`src/rtl/guess_game_pkg.sv`:
```
// rtl/guess_game_pkg.sv - shared timing constants, button indices and repeat FSM states
package guess_game_pkg;
   localparam int DEBOUNCE_50M     = 1_000_000;
   localparam int REPEAT_DELAY_50M = 25_000_000;
   localparam int REPEAT_RATE_50M  = 10_000_000;

   localparam int BTN_START  = 0;
   localparam int BTN_INC    = 1;
   localparam int BTN_SUBMIT = 2;

   typedef enum logic [1:0] {IDLE, DELAY, RATE} rpt_state_e;

   function automatic int max_int(input int a, input int b);
      return (a > b) ? a : b;
   endfunction
endpackage

```
`src/rtl/button_channel.sv`:
```
// rtl/button_channel.sv - one button: synchroniser, debounce, edge strobes, auto-repeat
module button_channel
   import guess_game_pkg::*;
#(
   parameter int SYNC_STAGES     = 2,
   parameter int DEBOUNCE_CYCLES = DEBOUNCE_50M,
   parameter int REPEAT_DELAY    = REPEAT_DELAY_50M,
   parameter int REPEAT_RATE     = REPEAT_RATE_50M,
   parameter bit REPEAT_EN       = 1'b0
) (
   input  logic clk,
   input  logic reset_n,
   input  logic raw_i,
   output logic level_o,
   output logic press_o,
   output logic release_o,
   output logic repeat_o
);
   localparam int DB_W = $clog2(DEBOUNCE_CYCLES + 1);
   localparam int RP_W = $clog2(max_int(REPEAT_DELAY, REPEAT_RATE) + 1);

   logic [SYNC_STAGES-1:0] sync_q;
   logic                   sync;
   logic [DB_W-1:0]        db_cnt_q, db_cnt_d;
   logic                   db_q, db_d;
   logic                   db_dly_q;
   rpt_state_e             state_q, state_d;
   logic [RP_W-1:0]        rp_cnt_q, rp_cnt_d;
   logic                   rep_fsm;

   assign sync = sync_q[SYNC_STAGES-1];

   always_ff @(posedge clk or negedge reset_n) begin
      if (!reset_n) begin
         sync_q   <= '0;
         db_cnt_q <= '0;
         db_q     <= 1'b0;
         db_dly_q <= 1'b0;
         state_q  <= IDLE;
         rp_cnt_q <= '0;
      end else begin
         sync_q   <= {sync_q[SYNC_STAGES-2:0], raw_i};
         db_cnt_q <= db_cnt_d;
         db_q     <= db_d;
         db_dly_q <= db_q;
         state_q  <= state_d;
         rp_cnt_q <= rp_cnt_d;
      end
   end

   // Any matching cycle drops the count, so only an unbroken run of mismatches flips db.
   always_comb begin
      db_cnt_d = '0;
      db_d     = db_q;
      if (sync != db_q) begin
         if (db_cnt_q == DB_W'(DEBOUNCE_CYCLES - 1)) db_d = sync;
         else                                        db_cnt_d = db_cnt_q + 1'b1;
      end
   end

   assign level_o   = db_q;
   assign press_o   = db_q & ~db_dly_q;
   assign release_o = ~db_q & db_dly_q;

   always_comb begin
      state_d  = state_q;
      rp_cnt_d = rp_cnt_q;
      rep_fsm  = 1'b0;
      if (!db_q) begin
         state_d  = IDLE;
         rp_cnt_d = '0;
      end else begin
         case (state_q)
            IDLE: if (press_o) begin
               rep_fsm  = 1'b1;
               rp_cnt_d = '0;
               state_d  = DELAY;
            end
            DELAY: if (rp_cnt_q == RP_W'(REPEAT_DELAY - 1)) begin
               rep_fsm  = 1'b1;
               rp_cnt_d = '0;
               state_d  = RATE;
            end else begin
               rp_cnt_d = rp_cnt_q + 1'b1;
            end
            RATE: if (rp_cnt_q == RP_W'(REPEAT_RATE - 1)) begin
               rep_fsm  = 1'b1;
               rp_cnt_d = '0;
            end else begin
               rp_cnt_d = rp_cnt_q + 1'b1;
            end
            default: begin
               state_d  = IDLE;
               rp_cnt_d = '0;
            end
         endcase
      end
   end

   assign repeat_o = REPEAT_EN ? rep_fsm : press_o;
endmodule

```
`src/rtl/button_conditioner.sv`:
```
// rtl/button_conditioner.sv - conditions the raw game buttons into clean level and strobe outputs
module button_conditioner
   import guess_game_pkg::*;
#(
   parameter int               N_BTN           = 3,
   parameter int               SYNC_STAGES     = 2,
   parameter int               DEBOUNCE_CYCLES = DEBOUNCE_50M,
   parameter int               REPEAT_DELAY    = REPEAT_DELAY_50M,
   parameter int               REPEAT_RATE     = REPEAT_RATE_50M,
   parameter logic [N_BTN-1:0] REPEAT_MASK     = 3'b010
) (
   input  logic             clk,
   input  logic             reset_n,
   input  logic [N_BTN-1:0] btn_raw,
   output logic [N_BTN-1:0] btn_level,
   output logic [N_BTN-1:0] btn_press,
   output logic [N_BTN-1:0] btn_release,
   output logic [N_BTN-1:0] btn_repeat
);
   for (genvar i = 0; i < N_BTN; i++) begin : g_ch
      button_channel #(
         .SYNC_STAGES    (SYNC_STAGES),
         .DEBOUNCE_CYCLES(DEBOUNCE_CYCLES),
         .REPEAT_DELAY   (REPEAT_DELAY),
         .REPEAT_RATE    (REPEAT_RATE),
         .REPEAT_EN      (REPEAT_MASK[i])
      ) u_ch (
         .clk      (clk),
         .reset_n  (reset_n),
         .raw_i    (btn_raw[i]),
         .level_o  (btn_level[i]),
         .press_o  (btn_press[i]),
         .release_o(btn_release[i]),
         .repeat_o (btn_repeat[i])
      );
   end
endmodule

```
`config.mk`:
```
export PLATFORM = sky130hd
export DESIGN_NAME = button_conditioner
export DESIGN_NICKNAME = d
export VERILOG_FILES = /design/src/rtl/guess_game_pkg.sv /design/src/rtl/button_channel.sv /design/src/rtl/button_conditioner.sv
export SDC_FILE = /design/constraint.sdc
export NUM_CORES = 1
export LEC_CHECK = 0
export CORE_UTILIZATION = 55
export CTS_CLUSTER_SIZE = 25
export DETAILED_ROUTE_END_ITERATION = 16
export HOLD_SLACK_MARGIN = 0.15
export PLACE_DENSITY = 0.73
export SETUP_SLACK_MARGIN = 0.3
export SYNTH_ARGS = -nofsm -noshare
export SYNTH_HDL_FRONTEND = slang
export SYNTH_SLANG_ARGS = --single-unit
export TNS_END_PERCENT = 100
```
`constraint.sdc`:
```
create_clock -name clk -period 2.5 [get_ports clk]
set_clock_uncertainty 0.15 [all_clocks]
set_input_delay 0.375 -clock clk [delete_from_list [all_inputs] [get_ports clk]]
set_output_delay 0.375 -clock clk [all_outputs]
set_load 0.05 [all_outputs]
```
==> run metrics, run 1 <==
Max FO, Critical Path=7; Slew @ Worst Pin=624 ps; initial core utilization=between 50% and 60%; final setup vio count=1; Max VDD drop=308 µV; Skew-Pair Late Insertion Delay=between 300 and 400 ps; DRT iter0 DRCs=approximately 210; FF+latch count, synth=99; ys async rst share=100%; Setup CP Type=reg -> out; Max-Cap Viols=0; overall power=2.85 mW; P_leak=2.62 nW; die area=0.00958 mm²; DR WL/cell=17.0 µm; setup TNS=-281 ps; YS warnings=0; Synth Instances=529; Clock Pin Slew Worst Setup and Hold Paths=90 ps; Hold Path Class=reg -> reg; Crit. End Element=output pin; vias in the first global route=3,836; worst path required time=1980 ps; Final #Nets=about 580; Core Rows=34; CTS tree=yes; crit path launch type=register; Synth Cell Area=0.00506 mm²; Vias/cell=6.00; Final GP Congestion=0.828; final worst path period share=111%; core box area=0.00881 mm²; Final WS setup=-281 ps; Syn Area/Cell=9.56 µm²; worst hold slack=between 200 and 250 ps; clock tree buffer depth=2; Min Clock Period, post-route=roughly 2800 ps; total track usage=22.3%; CTS Buf Count=9; number of synthesized flops with an enable pin=0; Power Density=around 480 mW/mm²; Seq/Total Area, Yosys=49.0%; Pre-antenna DRT Iters=11; Placed Cells=about 640; share of layout cells above drive strength 1=17.2%; Yosys cell types=48; Fmax=360 MHz; root buffer cell=clkbuf_8; Detailed Place HPWL=6.54 mm; antenna viol nets, final=0; largest net degree at the start of global routing=47; diodes inserted=0; port bufs=16; CP arrival=2260 ps; initial antenna violation count=0; Area after DPL=0.00529 mm²; Via Count=between 4,000 and 5,000; number of remaining DRC errors=2; failing checks=design-rule violations, negative setup slack; RSZ-0062 raised after global routing=yes; H-Tree Depth=3; max_slew headroom=58.4%; Die Y-Extent=just under 100 µm; final WL=~12 mm; Synth Net Count=543; post-layout util=67.3%; max-slew violations=0; DP Worst Slack=-23.8 ps; IO Count=17; first-pass GRT wire length=around 17 mm; area grow syn2layout=17.1%; clock sinks=99; Most used DFF post-synth=dfrtp_1; total grt overflow=0; final hold viol count=0; status=finished, violations left; chip width=97.9 µm; Finished Layout Cells=679; Final Cell Area=0.00592 mm²
==> power breakdown <==
group	total [mW]	leakage, nW	internal (mW)	switching [mW]
registers	1.63	1.36	1.62	0.0130
clock network	1.12	0.110	0.589	0.534
logic	0.0970	1.15	0.0332	0.0637
==> layout make-up <==
class / instances / area (µm²)
Timing Repair Buffer: 59 / 554
Tap cell: 108 / 135
Sequential cell: 99 / 2480
Clock buffer: 11 / 141
Inverter: 12 / 45.0
Fill cell: 678 / 2880
Multi-Input combinational cell: 386 / 2490
Clock inverter: 4 / 73.8
==> worst paths after layout <==
path	startpoint	end	slack (ps)	cells past startpoint
max reg2reg	g_ch[1].u_ch.rp_cnt_q[21]	g_ch[1].u_ch.rp_cnt_q[22]	90	8
min in group asynchronous	reset_n	g_ch[1].u_ch.rp_cnt_q[14]	410	2
max	g_ch[1].u_ch.rp_cnt_q[18]	btn_repeat[1]	-280	8
min reg2reg	g_ch[2].u_ch.sync_q[0]	g_ch[2].u_ch.sync_q[1]	210	0
max in group asynchronous	reset_n	g_ch[1].u_ch.rp_cnt_q[13]	1070	3
min	g_ch[2].u_ch.sync_q[0]	g_ch[2].u_ch.sync_q[1]	210	0
==> flip-flops by register name, summed over array words and instances, names as in the netlist <==
signal              cells
g_ch.u_ch.db_cnt_q     60
g_ch.u_ch.db_dly_q      3
g_ch.u_ch.level_o       3
g_ch.u_ch.rp_cnt_q     25
g_ch.u_ch.state_q       2
g_ch.u_ch.sync_q        6
==> per-layer routing <==
metal | vias to the layer above | part of all wire, % | track usage [%]
met4 | 0 | 2.4 | 7.23
met3 | 31 | 5.5 | 4.51
met2 | 130 | 51 | 39.8
li1 | 1902 | - | -
met5 | - | 0 | 0
met1 | 2011 | 41 | 27.0
==> critical path, cell delays in order (launching register included) <==
cell      delay (ps)
dfrtp_1          420
buf_6            140
nand3_1          140
or2_4            300
nor3_2           250
nand2_1          100
a311oi_2         270
buf_4            160
buf_12           120
==> cell usage in the layout (no fill, tap or decap), types with 3 or more instances in the layout <==
cell              n
a21oi_1          13
dlygate4sd2_1     7
nand4_1           8
xnor2_1          23
a41oi_1           3
or3_1             5
mux2_2            4
nor2_1           72
a41oi_2           3
a22o_1            4
clkdlybuf4s50_1   3
nor4b_1           3
nand2_1          49
nand3_1          51
nor3_2            4
nor4_1            4
xor2_1           30
clkbuf_8         10
nand2b_1         10
o21ai_0           8
and3_1           15
a31oi_1          13
ha_1              7
nor3_1           13
a21oi_2           3
dfrtp_1          95
buf_6             6
nor2b_1           6
buf_4            36
dfrtp_2           4
a21o_1            3
inv_1            12
==> logic make-up (layout without fill, tap and decap cells) <==
family / after synthesis / after routing / synth area share (%)
simple gates: 261 / 261 / 25.5
mux: 5 / 5 / 1.09
buf+inv: 44 / 86 / 5.00
flops: 99 / 99 / 49.0
fa+ha+maj: 9 / 9 / 2.23
compound gates: 58 / 58 / 8.02
xor+xnor: 53 / 53 / 9.18
==> cell usage after synthesis, types with 7 or more instances <==
library cell | instances | area (µm²)
dfrtp_1 | 99 | 2480
nor2_1 | 72 | 270
nand3_1 | 52 | 260
nand2_1 | 50 | 188
xor2_1 | 30 | 263
xnor2_1 | 23 | 201
a21oi_1 | 16 | 80.1
nor3_1 | 16 | 80.1
and3_1 | 15 | 93.8
a31oi_1 | 13 | 81.3
buf_4 | 12 | 90.1
inv_1 | 12 | 45.0
nand2b_1 | 10 | 62.6
buf_2 | 9 | 45.0
ha_1 | 9 | 113
nand4_1 | 8 | 50.1
o21ai_0 | 8 | 40.0
nor4_1 | 7 | 43.8
==> what timing repair did <==
| item | 4_1_cts | 5_1_grt |
|---|---|---|
| hold buffers | 1 | 0 |
| gates cloned | 0 | 5 |
| pin swaps | 8 | 8 |
| buffers inserted | 9 | 12 |
| endpoints found under the setup margin | 18 | 49 |
| endpoints found under the hold margin | 40 | 0 |
| resized for setup | 14 | 30 |
(Power assumes the default switching activity.)
==> run 2, diff against run 1 <==
--- a/config.mk
+++ b/config.mk
@@ -13,5 +13,6 @@
 export SETUP_SLACK_MARGIN = 0.3
 export SYNTH_ARGS = -nofsm -noshare
 export SYNTH_HDL_FRONTEND = slang
+export SYNTH_HIERARCHICAL = 1
 export SYNTH_SLANG_ARGS = --single-unit
 export TNS_END_PERCENT = 100
==> run 2 against run 1 <==
- the run ends with negative setup slack left
- wire length increased by 2.0%
- critical path depth decreased by 2
- maximum frequency increased by 8.6%
- sequential share of layout area decreased by 1.9 points
- highest routed layer unchanged
- largest power group unchanged
- non-clock buffer count decreased by 1
==> run metrics, run 2 <==
Sequential Area=0.00249 mm²; Min Clock Period, post-route=2560 ps; Fmax=390 MHz; Via Count=4,286; Power Density=458 mW/mm²; Synth Net Count=between 500 and 600; share of layout cells above drive strength 1=20.7%; Final Cell Area=0.00621 mm²; Largest regs=g_ch.u_ch/db_cnt_q: 60 flops, g_ch.u_ch/rp_cnt_q: 25 flops, g_ch.u_ch/sync_q: 6 flops; commonest non-fill, non-tap cell in the layout=dfrtp_1; Hold Path Class=reg -> reg; Core Rows=34; core box area=0.00889 mm²; total grt overflow=0; ys async rst share=100%; final hold viol count=0; filler instances=668; Largest register FFs=60; Skew-Pair Late Insertion Delay=~370 ps; first-pass GRT wire length=20.2 mm; P_leak=2.65 nW; CTS tree=yes; Pre-antenna DRT Iters=5; number of synthesized flops with an enable pin=0; Final GP Congestion=just over 0.8; area of the multi-input gates=0.00282 mm²; number of remaining DRC errors=0; Yosys cell types=46; Synth Cell Area=approximately 0.0051 mm²; Crit. End Element=output pin; Max VDD drop=320 µV; total track usage=26.2%; Most used DFF post-synth=dfrtp_1; clock tree buffer depth=2; port bufs=16; initial core utilization=approximately 58%; dominant cell type by area after synthesis=dfrtp_1; Detailed Place HPWL=6.74 mm; Placed Cells=between 600 and 700; top sig layer=met4; Max FO, Critical Path=3; CTS Buf Count=9; final setup vio count=3; Final WS setup=-61.8 ps; Synth Instances=521; initial antenna violation count=0; met2 WL post-DR=5.75 mm; Syn Area/Cell=between 9 and 10 µm²; antenna viol nets, final=0; Largest Register=g_ch.u_ch/db_cnt_q; root buffer cell=clkbuf_8; Max-Cap Viols=0; status=finished, violations left; Synth area leaders=dfrtp_1 48%, xor2_1 4.6%, nor2_1 4.5%; RSZ-0062 raised after global routing=yes; Slew @ Worst Pin=between 700 and 800 ps; Final #Nets=590; max-slew violations=0; IO Count=17; final worst path period share=102%; WL met1=around 5.2 mm; worst hold slack=207 ps; failing checks=negative setup slack; largest net degree at the start of global routing=43; Seq/Total Area, Yosys=48.3%; chip width=roughly 99 µm; die area=just under 0.01 mm²; Vias/cell=6.23; vias in the first global route=4,235; DR WL/cell=17.1 µm; commonest cells after routing, fill and taps aside=92 x dfrtp_1, 61 x nor2_1, 45 x nand2_1; Setup CP Type=reg -> out; DP Worst Slack=-106 ps; H-Tree Depth=3; count leader, synth=dfrtp_1; Die Y-Extent=98.6 µm; Yosys top cell area share=~48%; Area after DPL=0.00546 mm²; diodes inserted=0; FF+latch count, synth=slightly below 100; final WL=roughly 12 mm; worst path required time=1980 ps; YS warnings=6; CP arrival=2040 ps; top cells by count, synth=99 x dfrtp_1, 61 x nor2_1, 45 x nand2_1; Clock Pin Slew Worst Setup and Hold Paths=about 90 ps; crit path launch type=register; clock sinks=99; Met3 Wirelength=599 µm; max_slew headroom=between 50% and 60%; Finished Layout Cells=between 600 and 700; area grow syn2layout=21.1%; DRT iter0 DRCs=234
[run 2: cell count changes in the layout (fill, tap and decap cells not counted), sizes merged, moves of 5 or more]
cell	delta
nand3	-6
nor2	-11
or3	+5
a31oi	+6
nor3	-12
inv	-6
o31ai	+5
and4	+9
or4	+5
a21oi	+19
[run 2: per-stage QoR]
step                util (%)  setup TNS [ps]  power [mW]
floorplan                  -               0        1.69
global placement        61.4           -38.5        1.75
detailed placement      61.4            -475        1.75
CTS                     68.5           -51.4        2.88
global route            69.8            -379        2.97
finish                  69.8            -105        2.85
[run 2: per-layer routing]
metal	track usage [%]	vias up
met5	0	-
met4	9.76	0
met3	5.60	30
met2	42.7	131
met1	34.7	2121
li1	-	2004
[run 2: cells by family after synthesis]
| group | share of synthesized area (%) |
|---|---|
| AOI/OAI and AO/OA | 11.5 |
| xor gates and xnor gates | 7.86 |
| and+or+nand+nor | 26.4 |
| DFF | 48.3 |
| muxes | 1.07 |
| adders and majority gates | 2.20 |
| buffers and inverters | 2.63 |
[run 2: layout make-up]
cell class              instances  area share (%)
multi-input cells             402            45.4
flip-flops and latches         99            40.0
repair buffers                 58            8.54
well taps                     108            2.18
clock buffers                   9            1.99
clock inverters                 6            1.45
inverters                       6           0.363
[run 2: final timing paths]
check	start	to	slack [ps]	depth (start not counted)
setup / recovery	g_ch[1].u_ch/rp_cnt_q[9]	btn_repeat[1]	-60	6
max in group asynchronous	reset_n	g_ch[0].u_ch/db_cnt_q[7]	1160	3
hold / removal	g_ch[0].u_ch/sync_q[0]	g_ch[0].u_ch/sync_q[1]	210	0
hold reg to reg	g_ch[0].u_ch/sync_q[0]	g_ch[0].u_ch/sync_q[1]	210	0
min in group asynchronous	reset_n	g_ch[2].u_ch/db_dly_q	380	2
setup reg to reg	g_ch[1].u_ch/rp_cnt_q[9]	g_ch[1].u_ch/rp_cnt_q[24]	-30	11
[run 2: worst max-delay path: stages, from the launching register on]
cell and delay [ps]:
dfrtp_1 440, nor4b_4 310, nand3_2 160, nor4b_4 310, a22oi_2 140, a21oi_4 160
buf_12 150
[run 2: timing repair]
action,CTS,global route
setup endpoints to repair,34,50
hold endpoints to repair,38,0
buffers inserted,22,5
resized for setup,48,23
gates cloned,6,1
pin swaps,11,8
hold buffers,1,0
[run 2: where the power goes]
part           total [mW]  switching [mW]  internal, mW
Clock                1.13           0.563         0.562
Sequential           1.63          0.0138          1.62
Combinational      0.0898          0.0588        0.0311
Total                2.85           0.636          2.21
==> RTL edit 1: new RTL, settings of run 1 <==
`N_BTN`: 3 -> 5.
--- a/src/rtl/button_conditioner.sv
+++ b/src/rtl/button_conditioner.sv
@@ -4,3 +4,3 @@
 #(
-   parameter int               N_BTN           = 3,
+   parameter int               N_BTN           = 5,
    parameter int               SYNC_STAGES     = 2,
Ports: changed (5 resized); port bits go from 17 to 27. No check against the original RTL was run, so the function may have changed too.
==> RTL edit 1 against run 1 <==
The run ends with negative setup slack left. Largest cell class unchanged. Via count rose by 44%. Cell area rose by 50%. Hold slack got worse by 9.6 ps. Final cell count rose by 52%. Sequential power rose by 49%. Sequential share of layout area fell by 0.46 points. Area after synthesis rose by 51%. Register-to-register slack improved by 120 ps. Routed wire length rose by 38%. Total power rose by 79%. Setup slack improved by 110 ps. Sequential cell count rose by 48. Count of clock-buffer cells in the layout rose by 9.
==> RTL edit 1: results (changes against run 1) <==
syn nets=833 (was 543); drt wl/cell=15.4 µm (was 17.0 µm); core area=13400 µm² (was 8810 µm²); failing checks=negative setup slack (was design-rule violations, negative setup slack); Finish-stage setup viols=1 (unchanged); crit path max-delay cell type=or4b_4 (was dfrtp_1); Total GRT Usage=23.1% (was 22.3%); R2R setup slack=210 ps (was 90 ps); CTS buffer count=17 (was 9); Signal buf overhead=6.50% (was 9.36%); Synth top cells by count=dfrtp_1 (147), nor2_1 (139), nand2_1 (76) (was dfrtp_1 (99), nor2_1 (72), nand3_1 (52)); WP data arrival=2150 ps (was 2260 ps); layout cell share with drive strength beyond 1=13.2% (was 17.2%); status=finished with violations (unchanged); worst skew pair latency=430 ps (was 350 ps); hold worst-path end=g_ch[3].u_ch.sync_q[1] (was g_ch[2].u_ch.sync_q[1]); multi-input combinational area share=41.5% (was 42.1%); Compound-Gate Fraction of Synth Area=6.03% (was 8.02%); IO Port Bufs=26 (was 16); Layout fillers=1036 (was 678); WL met1=6.99 mm (was 4.72 mm); # clk buffers=20 (was 11); clock sinks=147 (was 99); Max VDD drop=0.498 mV (was 0.308 mV); Worst Tran Pin Value=626 ps (was 624 ps); FF-to-FF End=g_ch[1].u_ch.rp_cnt_q[20] (was g_ch[1].u_ch.rp_cnt_q[22]); Worst path max stage delay=540 ps (was 420 ps); H-tree levels=4 (was 3); fraction of the mapped netlist area in adder cells=1.80% (was 2.23%); first-pass iteration count of the detailed router=5 (was 11); DR iter-0 viols=436 (was 211); setup ws final=-171 ps (was -281 ps); Seq power=2430 µW (was 1630 µW); CP max FO=4 (was 7); hpwl dp=10.1 mm (was 6.54 mm); routing usage on met2=37.5% (was 39.8%); setup TNS=-171 ps (was -281 ps); worst r2r src=g_ch[1].u_ch.rp_cnt_q[13] (was g_ch[1].u_ch.rp_cnt_q[21]); Multi-In Gates=583 (was 386); vias in the first global route=5625 (was 3836); GR Util met3=6.08% (was 4.51%); Inverters, non-clock=32 (was 12); Synth Area in XOR/XNOR=10.9% (was 9.18%); GR Layer Usage met1=29.7% (was 27.0%); Reg2Reg Depth=7 (was 8); nets=860 (was 581); Clock Pin Slew Worst Setup and Hold Paths=60 ps (was 90 ps); ClkCell Share=6.69% (was 3.63%); number of vias per cell=5.70 (was 6.00); largest net degree at the start of global routing=67 (was 47); sequential share of cell area=41.4% (was 41.9%); Regs by FF count=g_ch.u_ch.db_cnt_q: 100 flops, g_ch.u_ch.rp_cnt_q: 25 flops, g_ch.u_ch.sync_q: 10 flops (was g_ch.u_ch.db_cnt_q: 60 flops, g_ch.u_ch.rp_cnt_q: 25 flops, g_ch.u_ch.sync_q: 6 flops); met2 WL=7.86 mm (was 5.88 mm); Seq/Total Area, Yosys=48.2% (was 49.0%); Synth area leaders=dfrtp_1 (48%), xnor2_1 (7.1%), nor2_1 (6.8%), xor2_1 (3.8%), nand2_1 (3.7%) (was dfrtp_1 (49%), nor2_1 (5.3%), xor2_1 (5.2%), nand3_1 (5.1%), xnor2_1 (4.0%)); hold_sp=g_ch[3].u_ch.sync_q[0] (was g_ch[2].u_ch.sync_q[0]); routed wl met3=678 µm (was 637 µm)
## RTL edit 1: cell count changes after synthesis, moves of 11 or more
cell      before  now
a31oi_1       13    0
xnor2_1       23   62
nor2_1        72  139
nand4_1        8   21
dfrtp_1       99  147
and2_1         1   15
o221ai_1       0   13
inv_1         12   32
nand2_1       50   76
o211ai_1       1   12
a21oi_1       16    1
nor4_1         7   30
clkbuf_1       6   17
## RTL edit 1: metrics by stage
stage	power [µW]	cells	util, %	worst slack (ps)	hold slack [ps]
6_report	5110	1031	66.3	-171	197
5_1_grt	5310	1031	66.3	-227	203
4_1_cts	5160	1018	64.3	-225	198
3_5_place_dp	2610	983	59.6	159	185
3_3_place_gp	2600	983	59.6	241	183
2_1_floorplan	2530	815	-	372	-70.6
## RTL edit 1: repair_timing
item / CTS / global route
setup endpoints to repair: 47 / 60
setup buffers: 2 / 10
hold endpoints to repair: 61 / 0
gates cloned: 0 / 3
hold buffers: 1 / 0
gates resized for setup: 32 / 48
pin swaps: 2 / 25
==> RTL edit 2: new RTL, flow settings as in run 1 <==
Without the edit above. Register the output `btn_level`, without a reset; this adds one clock of latency there. The other outputs are not delayed to match.
--- a/src/rtl/button_conditioner.sv
+++ b/src/rtl/button_conditioner.sv
@@ -19,2 +19,4 @@
 );
+
+   logic [N_BTN-1:0] btn_level_d;
    for (genvar i = 0; i < N_BTN; i++) begin : g_ch
@@ -30,3 +32,3 @@
          .raw_i    (btn_raw[i]),
-         .level_o  (btn_level[i]),
+         .level_o  (btn_level_d[i]),
          .press_o  (btn_press[i]),
@@ -36,2 +38,6 @@
    end
+   always_ff @(posedge clk) begin
+       btn_level <= btn_level_d;
+   end
+
 endmodule
Function: no difference found for any inputs over 10 cycles, from zero or initial values and one cycle with reset_n low; that may be too few to reach the edited logic, so the function may still have changed.
==> RTL edit 2 against run 1 <==
The run ends with negative setup slack left. Routed wire length is 1.1% higher. Sequential cell count is 3 higher. Cell area is 5.7% higher. Setup slack worse by 19 ps. Total power is 0.97% higher. Non-clock buffer count is 15 higher. Area after synthesis is 0.69% higher. Sequential power is 3% higher. Register-to-register slack worse by 80 ps. Critical path type unchanged. Utilization is 3.5 points higher. Synthesized cell count is 0.95% lower.
==> RTL edit 2: results (changes against run 1) <==
status=finished with violations (unchanged); failing checks=negative setup slack (was design-rule violations, negative setup slack); post-CTS sizing=34 (was 14); FF-to-FF End=g_ch[1].u_ch.rp_cnt_q[10] (was g_ch[1].u_ch.rp_cnt_q[22]); GR Layer Usage met1=30.0% (was 27.0%); ys async rst share=97.1% (was 100%); Worst path max stage delay=520 ps (was 420 ps); Finish-stage setup viols=1 (unchanged); WP data arrival=2280 ps (was 2260 ps); post-route insts no fill=701 (was 679); global-route wire length before repair=18.8 mm (was 17.3 mm); setup TNS=-300 ps (was -281 ps); Layout fillers=622 (was 678); Static Leakage=0.00265 µW (was 0.00262 µW); setup ws final=-300 ps (was -281 ps); hold worst-path end=g_ch[1].u_ch.sync_q[1] (was g_ch[2].u_ch.sync_q[1]); largest net degree at the start of global routing=57 (was 47); Max VDD drop=0.396 mV (was 0.308 mV); cell total after placement=660 (was 637); synthesized instance count=524 (was 529); final hold slack=206 ps (was 207 ps); slew margin rel.=49.9% (was 58.4%); Seq/Total Area, Yosys=49.8% (was 49.0%); first-pass iteration count of the detailed router=9 (was 11); Post-Place Cell Area=5540 µm² (was 5290 µm²); nets=602 (was 581)
[RTL edit 2: changes by cell type after synthesis, sizes merged, moves of 3 or more]
cell and delta:
inv +3, dfxtp +3, nand3 -8, nand4 +3, buf -7, and3 -5
nor3 +3, or3 +3, nand2 -10, a21oi +4
[RTL edit 2: logic make-up after synthesis]
group                      count (synthesis)  share of synthesized area (%)
AOI/OAI and AO/OA                         60                           7.89
xor gates and xnor gates                  53                           9.12
adders and majority gates                  9                           2.21
buffers and inverters                     39                           4.05
DFF                                      102                           49.8
muxes                                      7                           1.47
and+or+nand+nor                          254                           25.4
[RTL edit 2: report_power, final]
part           internal, µW  switching [µW]  total, µW
Sequential             1660            13.7       1680
Clock                   527             581       1110
Combinational          31.3            59.5       90.9
[RTL edit 2: final cells by class]
cell class,count,area share [%]
multi-input cells,386,42.0
flip-flops and latches,102,40.5
repair buffers,74,10.9
clock buffers,11,2.42
well taps,108,2.16
clock inverters,5,1.04
inverters,15,0.899
